===== src/rtl/bus_arbiter_pkg.sv =====
// Shared definitions for the system bus arbiter: default parameters, FSM states,
// strobe bundle and the round-robin pick helper.
package bus_arbiter_pkg;

  localparam int unsigned DEF_MASTERS         = 4;
  localparam int unsigned DEF_DEFAULT_MASTER  = 0;
  localparam int unsigned DEF_WATCHDOG_CYCLES = 255;
  localparam int unsigned MAX_MASTERS         = 8;
  localparam int unsigned MAX_IDX_W           = 3;

  typedef enum logic [1:0] {
    ST_GAP  = 2'd0,
    ST_PARK = 2'd1,
    ST_OWN  = 2'd2
  } arb_state_e;

  typedef struct packed {
    logic rd;
    logic wr;
    logic fc;
  } bus_strobe_t;

  // First set request searching upward from last+1, wrapping at 'masters'.
  function automatic int unsigned rr_pick(input logic [MAX_MASTERS-1:0] req,
                                          input int unsigned masters,
                                          input int unsigned last);
    int unsigned idx;
    int unsigned pick;
    logic        found;
    pick  = 0;
    found = 1'b0;
    for (int unsigned i = 1; i <= MAX_MASTERS; i++) begin
      idx = (last + i) % masters;
      if ((i <= masters) && !found && req[idx[MAX_IDX_W-1:0]]) begin
        found = 1'b1;
        pick  = idx;
      end
    end
    return pick;
  endfunction

endpackage


===== src/rtl/bus_arbiter_if.sv =====
// Arbitration-side view of the shared bus: requests, grant, owner and observed strobes.
interface bus_arbiter_if #(
  parameter int unsigned MASTERS = bus_arbiter_pkg::DEF_MASTERS
) ();

  localparam int unsigned IDX_W = $clog2(MASTERS);

  logic [MASTERS-1:0] bus_req;
  logic [MASTERS-1:0] bus_grant;
  logic [IDX_W-1:0]   owner;
  logic               owner_valid;
  logic               rd_bus;
  logic               wr_bus;
  logic               fc_bus;
  logic               watchdog;

  // Arbiter side: samples requests and strobes, drives grant and watchdog.
  modport master (
    input  bus_req, rd_bus, wr_bus, fc_bus,
    output bus_grant, owner, owner_valid, watchdog
  );

  // Requester / bus side.
  modport slave (
    output bus_req, rd_bus, wr_bus, fc_bus,
    input  bus_grant, owner, owner_valid, watchdog
  );

endinterface


===== src/rtl/bus_arbiter_watchdog.sv =====
// Bus stall watchdog: counts cycles where exactly one strobe is active without
// function-complete and emits a one-cycle pulse after WATCHDOG_CYCLES of them.
module bus_arbiter_watchdog #(
  parameter int unsigned WATCHDOG_CYCLES = bus_arbiter_pkg::DEF_WATCHDOG_CYCLES
) (
  input  logic                         clk,
  input  logic                         rst,
  input  bus_arbiter_pkg::bus_strobe_t i_strobe,
  output logic                         o_watchdog
);

  import bus_arbiter_pkg::*;

  localparam int unsigned      CNT_W    = $clog2(WATCHDOG_CYCLES + 1);
  localparam logic [CNT_W-1:0] CNT_LAST = CNT_W'(WATCHDOG_CYCLES - 1);

  logic [CNT_W-1:0] r_cnt;
  logic             r_watchdog;
  logic             w_stall;

  // rd and wr together is an invalid strobe pattern and is treated as idle.
  assign w_stall = (i_strobe.rd ^ i_strobe.wr) & ~i_strobe.fc;

  always_ff @(posedge clk or negedge rst) begin
    if (!rst) begin
      r_cnt      <= '0;
      r_watchdog <= 1'b0;
    end else if (!w_stall) begin
      r_cnt      <= '0;
      r_watchdog <= 1'b0;
    end else if (r_cnt == CNT_LAST) begin
      r_cnt      <= '0;
      r_watchdog <= 1'b1;
    end else begin
      if (r_cnt != '1) begin
        r_cnt <= r_cnt + CNT_W'(1);
      end
      r_watchdog <= 1'b0;
    end
  end

  assign o_watchdog = r_watchdog;

endmodule


===== src/rtl/bus_arbiter.sv =====
// Round-robin system bus arbiter with one dead cycle between owners, parking on
// DEFAULT_MASTER when idle, and a watchdog that forces the grant back on stalls.
module bus_arbiter #(
  parameter int unsigned MASTERS         = bus_arbiter_pkg::DEF_MASTERS,
  parameter int unsigned DEFAULT_MASTER  = bus_arbiter_pkg::DEF_DEFAULT_MASTER,
  parameter int unsigned WATCHDOG_CYCLES = bus_arbiter_pkg::DEF_WATCHDOG_CYCLES
) (
  input logic           clk,
  input logic           rst,
  bus_arbiter_if.master bus
);

  import bus_arbiter_pkg::*;

  localparam int unsigned        IDX_W   = $clog2(MASTERS);
  localparam logic [IDX_W-1:0]   DEF_IDX = IDX_W'(DEFAULT_MASTER);
  localparam logic [IDX_W-1:0]   TOP_IDX = IDX_W'(MASTERS - 1);
  localparam logic [MASTERS-1:0] DEF_BIT = MASTERS'(1) << DEFAULT_MASTER;

  arb_state_e         r_state;
  arb_state_e         w_state_nxt;
  logic [IDX_W-1:0]   r_last;
  logic [IDX_W-1:0]   w_last_nxt;
  logic [IDX_W-1:0]   r_owner;
  logic [IDX_W-1:0]   w_owner_nxt;
  logic [IDX_W-1:0]   w_owner_out_nxt;
  logic [IDX_W-1:0]   w_win;
  logic [MASTERS-1:0] r_grant;
  logic [MASTERS-1:0] w_grant_nxt;
  logic               r_valid;
  logic               w_valid_nxt;
  logic               w_any_req;
  logic               w_other_req;
  logic               w_only_def;
  logic               w_owner_req;
  logic               w_xfer;
  logic               w_watchdog;
  bus_strobe_t        w_strobe;

  assign w_strobe = '{rd: bus.rd_bus, wr: bus.wr_bus, fc: bus.fc_bus};

  bus_arbiter_watchdog #(
    .WATCHDOG_CYCLES (WATCHDOG_CYCLES)
  ) u_watchdog (
    .clk        (clk),
    .rst        (rst),
    .i_strobe   (w_strobe),
    .o_watchdog (w_watchdog)
  );

  // Request qualifiers used by the FSM.
  assign w_win       = IDX_W'(rr_pick(MAX_MASTERS'(bus.bus_req), MASTERS, 32'(r_last)));
  assign w_any_req   = |bus.bus_req;
  assign w_only_def  = (bus.bus_req == DEF_BIT);
  assign w_other_req = |(bus.bus_req & ~DEF_BIT);
  assign w_owner_req = bus.bus_req[r_owner];
  assign w_xfer      = bus.rd_bus | bus.wr_bus;

  // State register together with the registered grant outputs.
  always_ff @(posedge clk or negedge rst) begin
    if (!rst) begin
      r_state <= ST_GAP;
      r_last  <= TOP_IDX;
      r_owner <= '0;
      r_grant <= '0;
      r_valid <= 1'b0;
    end else begin
      r_state <= w_state_nxt;
      r_last  <= w_last_nxt;
      r_owner <= w_owner_out_nxt;
      r_grant <= w_grant_nxt;
      r_valid <= w_valid_nxt;
    end
  end

  // Next-state: a watchdog pulse revokes from any state.
  always_comb begin
    w_state_nxt = r_state;
    w_last_nxt  = r_last;
    w_owner_nxt = r_owner;
    if (w_watchdog) begin
      w_state_nxt = ST_GAP;
    end else begin
      case (r_state)
        ST_GAP: begin
          if (w_any_req) begin
            w_state_nxt = ST_OWN;
            w_owner_nxt = w_win;
            w_last_nxt  = w_win;
          end else begin
            w_state_nxt = ST_PARK;
            w_owner_nxt = DEF_IDX;
          end
        end
        ST_PARK: begin
          // Parked master taking ownership is not a handover, so no gap.
          if (w_only_def) begin
            w_state_nxt = ST_OWN;
            w_owner_nxt = DEF_IDX;
            w_last_nxt  = DEF_IDX;
          end else if (w_other_req && !w_xfer) begin
            w_state_nxt = ST_GAP;
          end
        end
        ST_OWN: begin
          if (!w_owner_req) begin
            w_state_nxt = ST_GAP;
          end
        end
        default: begin
          w_state_nxt = ST_GAP;
        end
      endcase
    end
  end

  // Output decode of the next state, captured by the state register.
  always_comb begin
    w_grant_nxt     = '0;
    w_valid_nxt     = 1'b0;
    w_owner_out_nxt = '0;
    if (w_state_nxt != ST_GAP) begin
      w_grant_nxt     = MASTERS'(1) << w_owner_nxt;
      w_valid_nxt     = 1'b1;
      w_owner_out_nxt = w_owner_nxt;
    end
  end

  assign bus.bus_grant   = r_grant;
  assign bus.owner       = r_owner;
  assign bus.owner_valid = r_valid;
  assign bus.watchdog    = w_watchdog;

endmodule


===== src/flat_wrapper.sv =====
// flat-port wrapper written by rule: the top's interface ports become plain ports
module bus_arbiter_flat import bus_arbiter_pkg::*;
#(
  parameter int unsigned MASTERS         = bus_arbiter_pkg::DEF_MASTERS,
  parameter int unsigned DEFAULT_MASTER  = bus_arbiter_pkg::DEF_DEFAULT_MASTER,
  parameter int unsigned WATCHDOG_CYCLES = bus_arbiter_pkg::DEF_WATCHDOG_CYCLES
)
  (clk, rst, bus_bus_req, bus_rd_bus, bus_wr_bus, bus_fc_bus, bus_bus_grant, bus_owner, bus_owner_valid, bus_watchdog);
  bus_arbiter_if #(.MASTERS(MASTERS)) bus_i ();
  input logic clk;
  input logic rst;
  input wire logic [$bits(bus_i.bus_req)-1:0] bus_bus_req;
  input wire logic [$bits(bus_i.rd_bus)-1:0] bus_rd_bus;
  input wire logic [$bits(bus_i.wr_bus)-1:0] bus_wr_bus;
  input wire logic [$bits(bus_i.fc_bus)-1:0] bus_fc_bus;
  output wire logic [$bits(bus_i.bus_grant)-1:0] bus_bus_grant;
  output wire logic [$bits(bus_i.owner)-1:0] bus_owner;
  output wire logic [$bits(bus_i.owner_valid)-1:0] bus_owner_valid;
  output wire logic [$bits(bus_i.watchdog)-1:0] bus_watchdog;
  assign bus_i.bus_req = bus_bus_req;
  assign bus_i.rd_bus = bus_rd_bus;
  assign bus_i.wr_bus = bus_wr_bus;
  assign bus_i.fc_bus = bus_fc_bus;
  assign bus_bus_grant = bus_i.bus_grant;
  assign bus_owner = bus_i.owner;
  assign bus_owner_valid = bus_i.owner_valid;
  assign bus_watchdog = bus_i.watchdog;
  bus_arbiter #(.MASTERS(MASTERS), .DEFAULT_MASTER(DEFAULT_MASTER), .WATCHDOG_CYCLES(WATCHDOG_CYCLES)) u_core (.clk(clk), .rst(rst), .bus(bus_i));
endmodule

===== config.mk =====
export PLATFORM = sky130hd
export DESIGN_NAME = bus_arbiter_flat
export DESIGN_NICKNAME = d
export VERILOG_FILES = /design/src/rtl/bus_arbiter_pkg.sv /design/src/rtl/bus_arbiter_if.sv /design/src/rtl/bus_arbiter_watchdog.sv /design/src/rtl/bus_arbiter.sv /design/src/flat_wrapper.sv
export SDC_FILE = /design/constraint.sdc
export NUM_CORES = 1
export LEC_CHECK = 0
export CAP_MARGIN = 40
export CORE_ASPECT_RATIO = 0.7
export CORE_MARGIN = 1
export CORE_UTILIZATION = 30
export CTS_CLUSTER_DIAMETER = 200
export DETAILED_ROUTE_END_ITERATION = 6
export PLACE_DENSITY = 0.56
export SLEW_MARGIN = 20
export SYNTH_ARGS = -nofsm -noshare
export SYNTH_HDL_FRONTEND = slang
export SYNTH_SLANG_ARGS = --single-unit

===== constraint.sdc =====
create_clock -name clk -period 3.95 [get_ports clk]
set_input_delay 0.79 -clock clk [delete_from_list [all_inputs] [get_ports clk]]
set_output_delay 0.79 -clock clk [all_outputs]
set_load 0.05 [all_outputs]

* After elaboration in Yosys (flattened, before gate mapping)
Index checks and enable logic that the tools add are counted.
** Word-level totals
- Register bits after elaboration :: 20
- Bits of input ports :: 9
- Output and inout bits :: 8
- Logic and storage cells :: 83
** Cells by class
- Add/subtract/negate cells :: 5
- Order comparisons :: 5
- Eq/ne operators :: 8
- Shifts and indexed selects :: 1
- Muxes and demuxes :: 38
- Bitwise gates (word level) :: 5
- Reduce and logical (&&, ||, !) cells :: 14
** Operator list (number)
- two-way mux 2 bit :: 15
- two-way mux 8 bit :: 3
- less-than comparator 2 x 4 -> 1 bit (second input constant) :: 4
- two-way mux 1 bit :: 11
- binary-select mux 1 bit (select 2 bit) :: 5
- adder 8 x 1 -> 8 bit (second input constant) :: 1
- equality test 8 bit (second input constant) :: 1
- inequality test 8 bit (second input constant) :: 1
- one-hot mux 2 bit (2 select lines) :: 2
- one-hot mux 2 bit (3 select lines) :: 1
- adder 2 x 1 -> 2 bit (second input constant) :: 2
- adder 2 bit (second input constant) :: 2
- equality test 4 x 1 -> 1 bit (second input constant) :: 1
- logical AND 1 bit :: 4
- logical NOT 1 bit :: 4
- two-way mux 4 bit :: 1
- inequality test 2 x 1 -> 1 bit (second input constant) :: 2
- AND reduction 4 bit :: 1
- nonzero test 2 bit :: 2
- OR reduction 4 bit :: 1
- << shifter 1 x 2 -> 4 bit (first input constant) :: 1
- less-than comparator 2 x 3 -> 1 bit (second input constant) :: 1
- inequality test 3 x 1 -> 1 bit (second input constant) :: 1
- OR reduction 3 bit :: 1
- 7 further kinds :: 8

* Depth between registers and ports, before layout
Gate-level depths: netlist (run 1).
- Depth in word-level cells :: 18
- Gate-level depth with buffers :: 6
- Depth with buffers taken out :: 6

* Cells and area by module
Synthesis (run 1) repeated with hierarchy kept, for this count alone.
** Unflattened totals
- Cell total of the unflattened synthesis :: 115
- Area, all modules :: 1172.4 sq um
** Modules (own cells, without submodules)
- bus_arbiter :: instances 1, cells an instance 62, area each 630.6 sq um, sequential area each 277.8 sq um
- bus_arbiter_watchdog :: instances 1, cells an instance 53, area each 541.8 sq um, sequential area each 225.2 sq um

* Least setup slack after synthesis (run 1)
OpenSTA, ideal clock, no wires.
- Path kind :: input to register
- From :: input bus_bus_req[3]
- To :: register u_core.r_grant[0] (netlist: u_core.bus.bus_grant[0])
- Setup time :: 0.101 ns
- Arrival time :: 2.084 ns
- Data required time :: 3.849 ns
- Setup slack :: 1.765 ns
- Stages :: 6
- Path buffers :: 1
- Cells stage by stage :: buf_6 > or4b_4 > o22ai_2 > a31oi_1 > o21ba_4 > nor4_1
** Between the ends
- Word-level cells in the longest chain between the ends :: 17
- Elaborated cells on any way between the ends :: 40
- Classes of those cells :: 1 x eq/ne; 1 x shift; 28 x mux; 10 x reduce/logical
** RTL lines
- start, declared :: RTL line flat_wrapper.sv:12 : input wire logic [$bits(bus_i.bus_req)-1:0] bus_bus_req;
- binary-select mux 1 bit (select 2 bit) :: RTL line bus_arbiter_pkg.sv:34 : if ((i <= masters) && !found && req[idx[MAX_IDX_W-1:0]]) begin
- two-way mux 1 bit (implied by the code) :: RTL line bus_arbiter_pkg.sv:34
- two-way mux 1 bit :: RTL line bus_arbiter_pkg.sv:34
- logical NOT 1 bit :: RTL line bus_arbiter_pkg.sv:34
- logical AND 1 bit :: RTL line bus_arbiter_pkg.sv:34
- two-way mux 1 bit :: RTL line bus_arbiter_pkg.sv:34
- logical NOT 1 bit :: RTL line bus_arbiter_pkg.sv:34
- logical AND 1 bit :: RTL line bus_arbiter_pkg.sv:34
- [2 not listed]
- logical AND 1 bit :: RTL line bus_arbiter_pkg.sv:34
- two-way mux 2 bit :: RTL line bus_arbiter_pkg.sv:34
- two-way mux 2 bit :: RTL line bus_arbiter.sv:86 : if (w_any_req) begin
- one-hot mux 2 bit (2 select lines) :: RTL line bus_arbiter.sv:84 : case (r_state)
- two-way mux 2 bit :: RTL line bus_arbiter.sv:81 : if (w_watchdog) begin
- << shifter 1 x 2 -> 4 bit :: RTL line bus_arbiter.sv:123 : w_grant_nxt = MASTERS'(1) << w_owner_nxt;
- two-way mux 4 bit * :: RTL line bus_arbiter.sv:122 : if (w_state_nxt != ST_GAP) begin
- net u_core.w_grant_nxt[0] :: RTL line bus_arbiter.sv:29 : logic [MASTERS-1:0] w_grant_nxt;
- end signal, assigned :: RTL line bus_arbiter.sv:71 : r_grant <= w_grant_nxt;
- end, declared :: RTL line bus_arbiter.sv:28 : logic [MASTERS-1:0] r_grant;
Mark *: on every way through the listed nets, which the timed path passes. The rest lies on a longest branch. The select of a mux whose other input is x is not followed.
A chain may end at the register's enable or synchronous reset.

* Worst setup path in the final report (run 1)
- From :: input bus_bus_req[3]
- To :: register u_core.r_grant[1] (netlist: u_core.bus.bus_grant[1])
The elaborated chain is that of the path after synthesis.

==> results of run 1 <==
stage by stage:
step	utilization [%]	power, mW	hold WS, ps
floorplan	-	0.561	494
finish	41.1	0.819	547
global placement	39.0	0.665	536
CTS	41.1	0.827	551
global route	41.1	0.872	577
detailed placement	39.4	0.670	539
logic make-up (layout without fill, tap and decap cells):
| kind of cell | count (synthesis) | in the layout | share of synthesized area (%) |
|---|---|---|---|
| muxes | 1 | 1 | 0.925 |
| xor gates and xnor gates | 4 | 4 | 3.24 |
| buffers and inverters | 9 | 28 | 3.93 |
| AOI/OAI and AO/OA | 21 | 21 | 14.9 |
| adders and majority gates | 3 | 3 | 3.47 |
| and+or+nand+nor | 53 | 53 | 27.1 |
| DFF | 20 | 20 | 46.5 |
final cells by class:
| type | instances | area, sq um |
|---|---|---|
| repair buffers | 17 | 175 |
| flip-flops and latches | 20 | 503 |
| well taps | 47 | 58.8 |
| multi-input cells | 82 | 537 |
| fillers | 326 | 1940 |
| clock buffers | 4 | 55.1 |
| inverters | 7 | 26.3 |
Yosys cell counts (2+ instances only):
master and number:
dfrtp_1 18, and3_1 3, ha_1 3, nor4_1 3
o21ai_0 2, a21oi_1 2, nand3b_1 3, o21a_1 2
a31oi_1 3, nor3b_1 2, nand2_1 5, inv_1 7
xor2_1 3, nor3_1 6, nor2_1 15, nor2b_1 4
nand4_1 4, dfstp_2 2, a21o_1 2, nand3_1 3
sequential cells by signal, summed over array words and instances, names as in the netlist:
signal	count
u_core.u_watchdog.r_cnt	8
u_core.r_last	2
u_core.bus.owner_valid	1
u_core.bus.owner	2
u_core.u_watchdog.o_watchdog	1
u_core.r_state	2
u_core.bus.bus_grant	4
worst min-delay path by stage:
stage | start | to | slack, ps
final | u_core.u_watchdog.o_watchdog$_DFF_PN0_ | u_core.r_state[1]$_DFF_PN0_ | 550
after global routing | u_core.r_last[1]$_DFFE_PN1P_ | u_core.r_last[1]$_DFFE_PN1P_ | 580
after CTS | u_core.r_last[1]$_DFFE_PN1P_ | u_core.r_last[1]$_DFFE_PN1P_ | 550
after detailed placement | u_core.u_watchdog.o_watchdog$_DFF_PN0_ | u_core.r_state[1]$_DFF_PN0_ | 540
after global placement | u_core.r_last[1]$_DFFE_PN1P_ | u_core.r_last[1]$_DFFE_PN1P_ | 540
after floorplan | rst | u_core.bus.bus_grant[0]$_DFF_PN0_ | 490
power by group through the flow:
stage / registers, mW / clock network (mW) / logic, mW
global route: 0.303 / 0.172 / 0.397
global placement: 0.300 / 0 / 0.365
detailed placement: 0.300 / 0 / 0.370
CTS: 0.296 / 0.161 / 0.371
floorplan: 0.389 / 0 / 0.172
finish: 0.295 / 0.152 / 0.371
layer usage:
| layer | share of wire (%) | up-vias | global-route usage (%) |
|---|---|---|---|
| li1 | - | 442 | - |
| met1 | 55 | 422 | 16.9 |
| met2 | 40 | 19 | 17.4 |
| met3 | 4.4 | 2 | 4.23 |
| met4 | 0.61 | 0 | 2.88 |
| met5 | 0 | - | 0 |
worst register-to-register path, delay by kind of cell (launching register included):
kind | cells | cell delay [ps]
AO/OA/AOI/OAI | 3 | 410
flip-flops | 1 | 440
AND/OR/NAND/NOR | 2 | 740
==> results.py, run 1 <==
metrics = {
    "run_status": {
        "outcome": "finished, final reports clean",
    },
    "detailed_routing": {
        "vias_per_cell": 5.00,
        "ant_nets": 0,
        "drtIter0Drc": 17,
        "drc": 0,
        "vias": 885,
        "drt_first_pass_iters": 4,
        "wire_per_inst_microns": 12.1,
        "routed_wl_mm": 2.14,
    },
    "critical_path": {
        "critPathKind": "input port to register",
        "slowest_delay_ps": 590,
        "cp.arrival_ps": 2740,
        "cp_max_fo": 10,
        "cp.required_ps": 4090,
        "path_cells": "clkdlybuf4s50_1, or4b_4, o22ai_2, a31oi_1, o21ba_4, nor4_1",
        "rr_endpoint": "u_core.bus.bus_grant[1]$_DFF_PN0_",
        "endpoint_kind": "register",
        "crit_buf_inv": 1,
        "reg2reg_setup_slack_ps": 2250,
        "critical_path.top_delay_family": "simple AND/OR/NAND/NOR gates",
        "critPathSlowestCell": "or4b_4",
        "r2r-start": "u_core.r_state[0]$_DFF_PN0_",
        "endpoint": "u_core.bus.bus_grant[1]$_DFF_PN0_",
        "r2r_cells": 5,
        "critPathLaunch": "bus_bus_req[3]",
        "cp.depth": 6,
        "start_kind": "input port",
    },
    "pwr": {
        "combPwrFrac_pct": 45.3,
        "power_switching_mw": 0.322,
        "powerDensity_mw_per_mm2": 604,
        "swShare_pct": 39.4,
        "vdd_drop_max_mv": 0.221,
        "leakagePower_nw": 0.579,
        "power_frac_seq_pct": 36.1,
        "internal_power_mw": 0.496,
        "pwr-share-clk_pct": 18.6,
    },
    "clocking": {
        "clockRootBuffer": "clkbuf_8",
        "cts_setup_buffers": 0,
        "ctsHtreeMaxLevel": 1,
        "cts-resized-gates": 0,
        "clk_pin_slew_ps": 70,
        "hold_buffers": 0,
        "cts_buffers": 3,
        "clock_sinks": 20,
        "cts_tree": "built",
        "clkLatencyLatePin_ps": 260,
        "clock_path_buffers": 2,
    },
    "synth": {
        "ys_seq_area_share_pct": 46.5,
        "synth_seq_cells": 20,
        "ys_top_cells_by_area": "dfrtp_1, nor2_1, dfstp_2, ha_1, nor3_1",
        "synth_area_sq_mm": 0.00108,
        "syn_area_per_cell_sq_um": 9.75,
        "syn_nets": 123,
        "synthDistinctLibCells": 39,
        "synth_area_leader_cell": "dfrtp_1",
        "synthCells": 111,
        "yosysTopAreaCellShare_pct": 41.6,
        "ys_async_sr_fraction_pct": 100,
        "yosys_warnings": 0,
        "synth-main-ff-cell": "dfrtp_1",
        "synth_edf_count": 0,
    },
    "layout": {
        "fin_area_sq_mm": 0.00136,
        "drive_above_1_share_pct": 8.46,
        "fin_nets": 143,
        "diodes": 0,
        "synthToLayoutAreaGrowth_pct": 25.2,
        "layout_common_cells": "dfrtp_1, clkdlybuf4s50_1, nor2_1",
        "final_common_cell": "dfrtp_1",
        "layout.cells.non_filler": 177,
    },
    "sta": {
        "relSlewSlack_pct": 66.3,
        "rsz0062_at_grt": "no",
        "fmax_mhz": 386,
        "maxSlewViolCount": 0,
        "fin_crit_ps": 2590,
        "setup_violations": 0,
        "skew_ps": 5.06,
        "finalSetupTns_ps": 0,
        "fin_crit_sh_pct": 65.6,
        "fin_ws_ps": 1360,
        "finalHoldViolCount": 0,
        "tightest_slew_ps": 504,
    },
    "die": {
        "initial_core_util_pct": 32.8,
        "core_sq_mm": 0.00330,
        "dieArea_sq_mm": 0.00386,
        "num_rows": 17,
        "io_pins": 17,
        "die_w_microns": 73.8,
        "fp.dieH_microns": 52.3,
    },
    "grt": {
        "antenna_found_initial": 0,
        "grt_max_degree": 14,
        "globalRouteTotalUtil_pct": 12.0,
        "grt_pass1_vias": 749,
        "overflow": 0,
        "grt_pass1_wl_mm": 3.43,
    },
    "place": {
        "port_buffers": 16,
        "dp_slack_ps": 1090,
        "dpl.cell_count": 173,
        "place_hpwl_mm": 1.68,
        "detailed_place.area_sq_mm": 0.00130,
        "gp_congestion": 0.790,
    },
    "hold_path": {
        "min_path_type": "register to register",
        "whs_path_depth": 1,
    },
    "job": {
        "cap_violations": 0,
    },
}
Power figures use the tool's default switching activity.
==> run 2: changes to the inputs <==
PLACE_DENSITY = 0.57   (was 0.56)
clock period = 2.2 ns   (was 3.95 ns; I/O delays follow)
==> run 2 against run 1 <==
Compared with the run above: clock power up 140%; design area rose by 4.5%; via count grew 3.7%; first-iteration DRC count up 140%; power up 95%; combinational power increased by 89%; setup slack got worse by 1200 ps; global-route usage is 2.1 points higher; final cell count grew 4.0%; critical path depth unchanged; highest routed layer unchanged.
==> results.py, run 2 (synthesized netlist as in run 1, its figures left out) <==
metrics = {
    "die": {
        "fp.dieH_microns": 52.3,
        "die_w_microns": 73.8,
        "dieArea_sq_mm": 0.00386,
        "num_rows": 17,
        "core_sq_mm": 0.00330,
        "io_pins": 17,
        "initial_core_util_pct": 32.8,
    },
    "grt": {
        "globalRouteTotalUtil_pct": 14.2,
        "grt_pass1_vias": 836,
        "grt_max_degree": 21,
        "antenna_found_initial": 0,
        "grt_pass1_wl_mm": 4.05,
        "overflow": 0,
    },
    "sta": {
        "tightest_slew_ps": 500,
        "finalHoldViolCount": 0,
        "rsz0062_at_grt": "no",
        "skew_ps": 4.03,
        "fin_ws_ps": 165,
        "maxSlewViolCount": 0,
        "fin_crit_sh_pct": 92.5,
        "relSlewSlack_pct": 66.6,
        "fin_crit_ps": 2030,
        "setup_violations": 0,
        "fmax_mhz": 491,
        "fin_hold_ws_ps": 518,
    },
    "detailed_routing": {
        "ant_nets": 0,
        "vias_per_cell": 4.99,
        "drtIter0Drc": 41,
        "routed_wl_mm": 2.26,
        "drt_first_pass_iters": 4,
        "drc": 0,
        "vias": 918,
        "wire_per_inst_microns": 12.3,
    },
    "critical_path": {
        "cp.required_ps": 2350,
        "cp_max_fo": 5,
        "critPathKind": "input port to register",
        "start_kind": "input port",
        "endpoint_kind": "register",
        "cp.arrival_ps": 2180,
    },
    "layout": {
        "synthToLayoutAreaGrowth_pct": 30.9,
        "fin_nets": 150,
        "diodes": 0,
        "fin_area_sq_mm": 0.00142,
        "largest-register": "u_core.u_watchdog.r_cnt",
        "layout_common_cells": "dfrtp_1, clkdlybuf4s50_1, nor2_1",
        "largest_reg_flops": 8,
        "final_common_cell": "dfrtp_1",
        "drive_above_1_share_pct": 13.1,
        "layout.cells.non_filler": 184,
    },
    "clocking": {
        "clockRootBuffer": "clkbuf_8",
        "clock_sinks": 20,
        "hold_buffers": 0,
        "cts_setup_buffers": 0,
        "clk_pin_slew_ps": 80,
        "cts-resized-gates": 0,
        "cts_tree": "built",
        "cts_buffers": 3,
        "clock_path_buffers": 2,
        "ctsHtreeMaxLevel": 1,
        "clkLatencyLatePin_ps": 260,
    },
    "place": {
        "port_buffers": 16,
        "gp_congestion": 0.851,
        "dp_slack_ps": -96.4,
        "place_hpwl_mm": 1.73,
        "detailed_place.area_sq_mm": 0.00135,
        "dpl.cell_count": 180,
    },
    "run_status": {
        "outcome": "finished, final reports clean",
    },
    "pwr": {
        "vdd_drop_max_mv": 0.485,
        "leakagePower_nw": 0.617,
        "finalPower_mw": 1.60,
        "powerDensity_mw_per_mm2": 1130,
    },
    "hold_path": {
        "min_path_type": "input port to async pin",
    },
    "job": {
        "cap_violations": 0,
    },
}
==> run 2: changes by cell type in the layout (fill, tap and decap cells not counted) <==
cell	previous run	this run
clkbuf_8	4	3
buf_4	0	8
bufinv_16	0	1
buf_8	1	0
==> run 2: path summary, 6_finish.rpt <==
path                                                          end                    startpoint  slack (ps)  cells after the start
worst max-delay path            u_core.bus.bus_grant[1]$_DFF_PN0_                bus_bus_req[2]         170                      6
worst min-delay path            u_core.bus.bus_grant[1]$_DFF_PN0_                           rst         520                      2
worst max register to register  u_core.bus.bus_grant[1]$_DFF_PN0_   u_core.r_state[0]$_DFF_PN0_         530                      5
worst min register to register       u_core.r_last[1]$_DFFE_PN1P_  u_core.r_last[1]$_DFFE_PN1P_         550                      1
max in group asynchronous            u_core.r_last[1]$_DFFE_PN1P_                           rst        1410                      2
min in group clk                     u_core.r_last[1]$_DFFE_PN1P_  u_core.r_last[1]$_DFFE_PN1P_         550                      1
==> run 2: area by class of cell <==
| type | instances | area, sq um |
|---|---|---|
| fill | 331 | 1880 |
| multi-input combinational | 82 | 537 |
| sequential | 20 | 503 |
| timing repair buffer | 24 | 220 |
| tap | 47 | 58.8 |
| clock buffer | 3 | 41.3 |
| clock inverter | 1 | 30.0 |
| inverter | 7 | 26.3 |
==> run 2: power breakdown <==
group | total, mW | internal [mW] | leakage (nW) | switching (mW)
clock | 0.363 | 0.243 | 0.0357 | 0.121
combinational | 0.702 | 0.302 | 0.319 | 0.400
sequential | 0.535 | 0.465 | 0.262 | 0.0700
total | 1.60 | 1.01 | 0.617 | 0.591
==> run 2: layer usage <==
layer / vias to the layer above / GRT usage, % / share of wire [%]
met5: - / 0 / 0
met1: 434 / 21.6 / 53
met4: 0 / 3.85 / 0.84
li1: 460 / - / -
met3: 2 / 2.88 / 3.9
met2: 22 / 20.0 / 42
==> run 2: through the flow <==
step	util, %	setup TNS (ps)
after detailed placement	40.8	-192
after global routing	43.0	0
after CTS	43.0	0
final	43.0	0
after global placement	40.8	-62.9
after floorplan	-	0
==> run 2: worst max-delay path, cell delays in order <==
cell	delay, ps
clkdlybuf4s50_1	420
or4b_4	560
o22ai_2	150
a31oi_1	80
o21ba_4	230
nor4_1	300
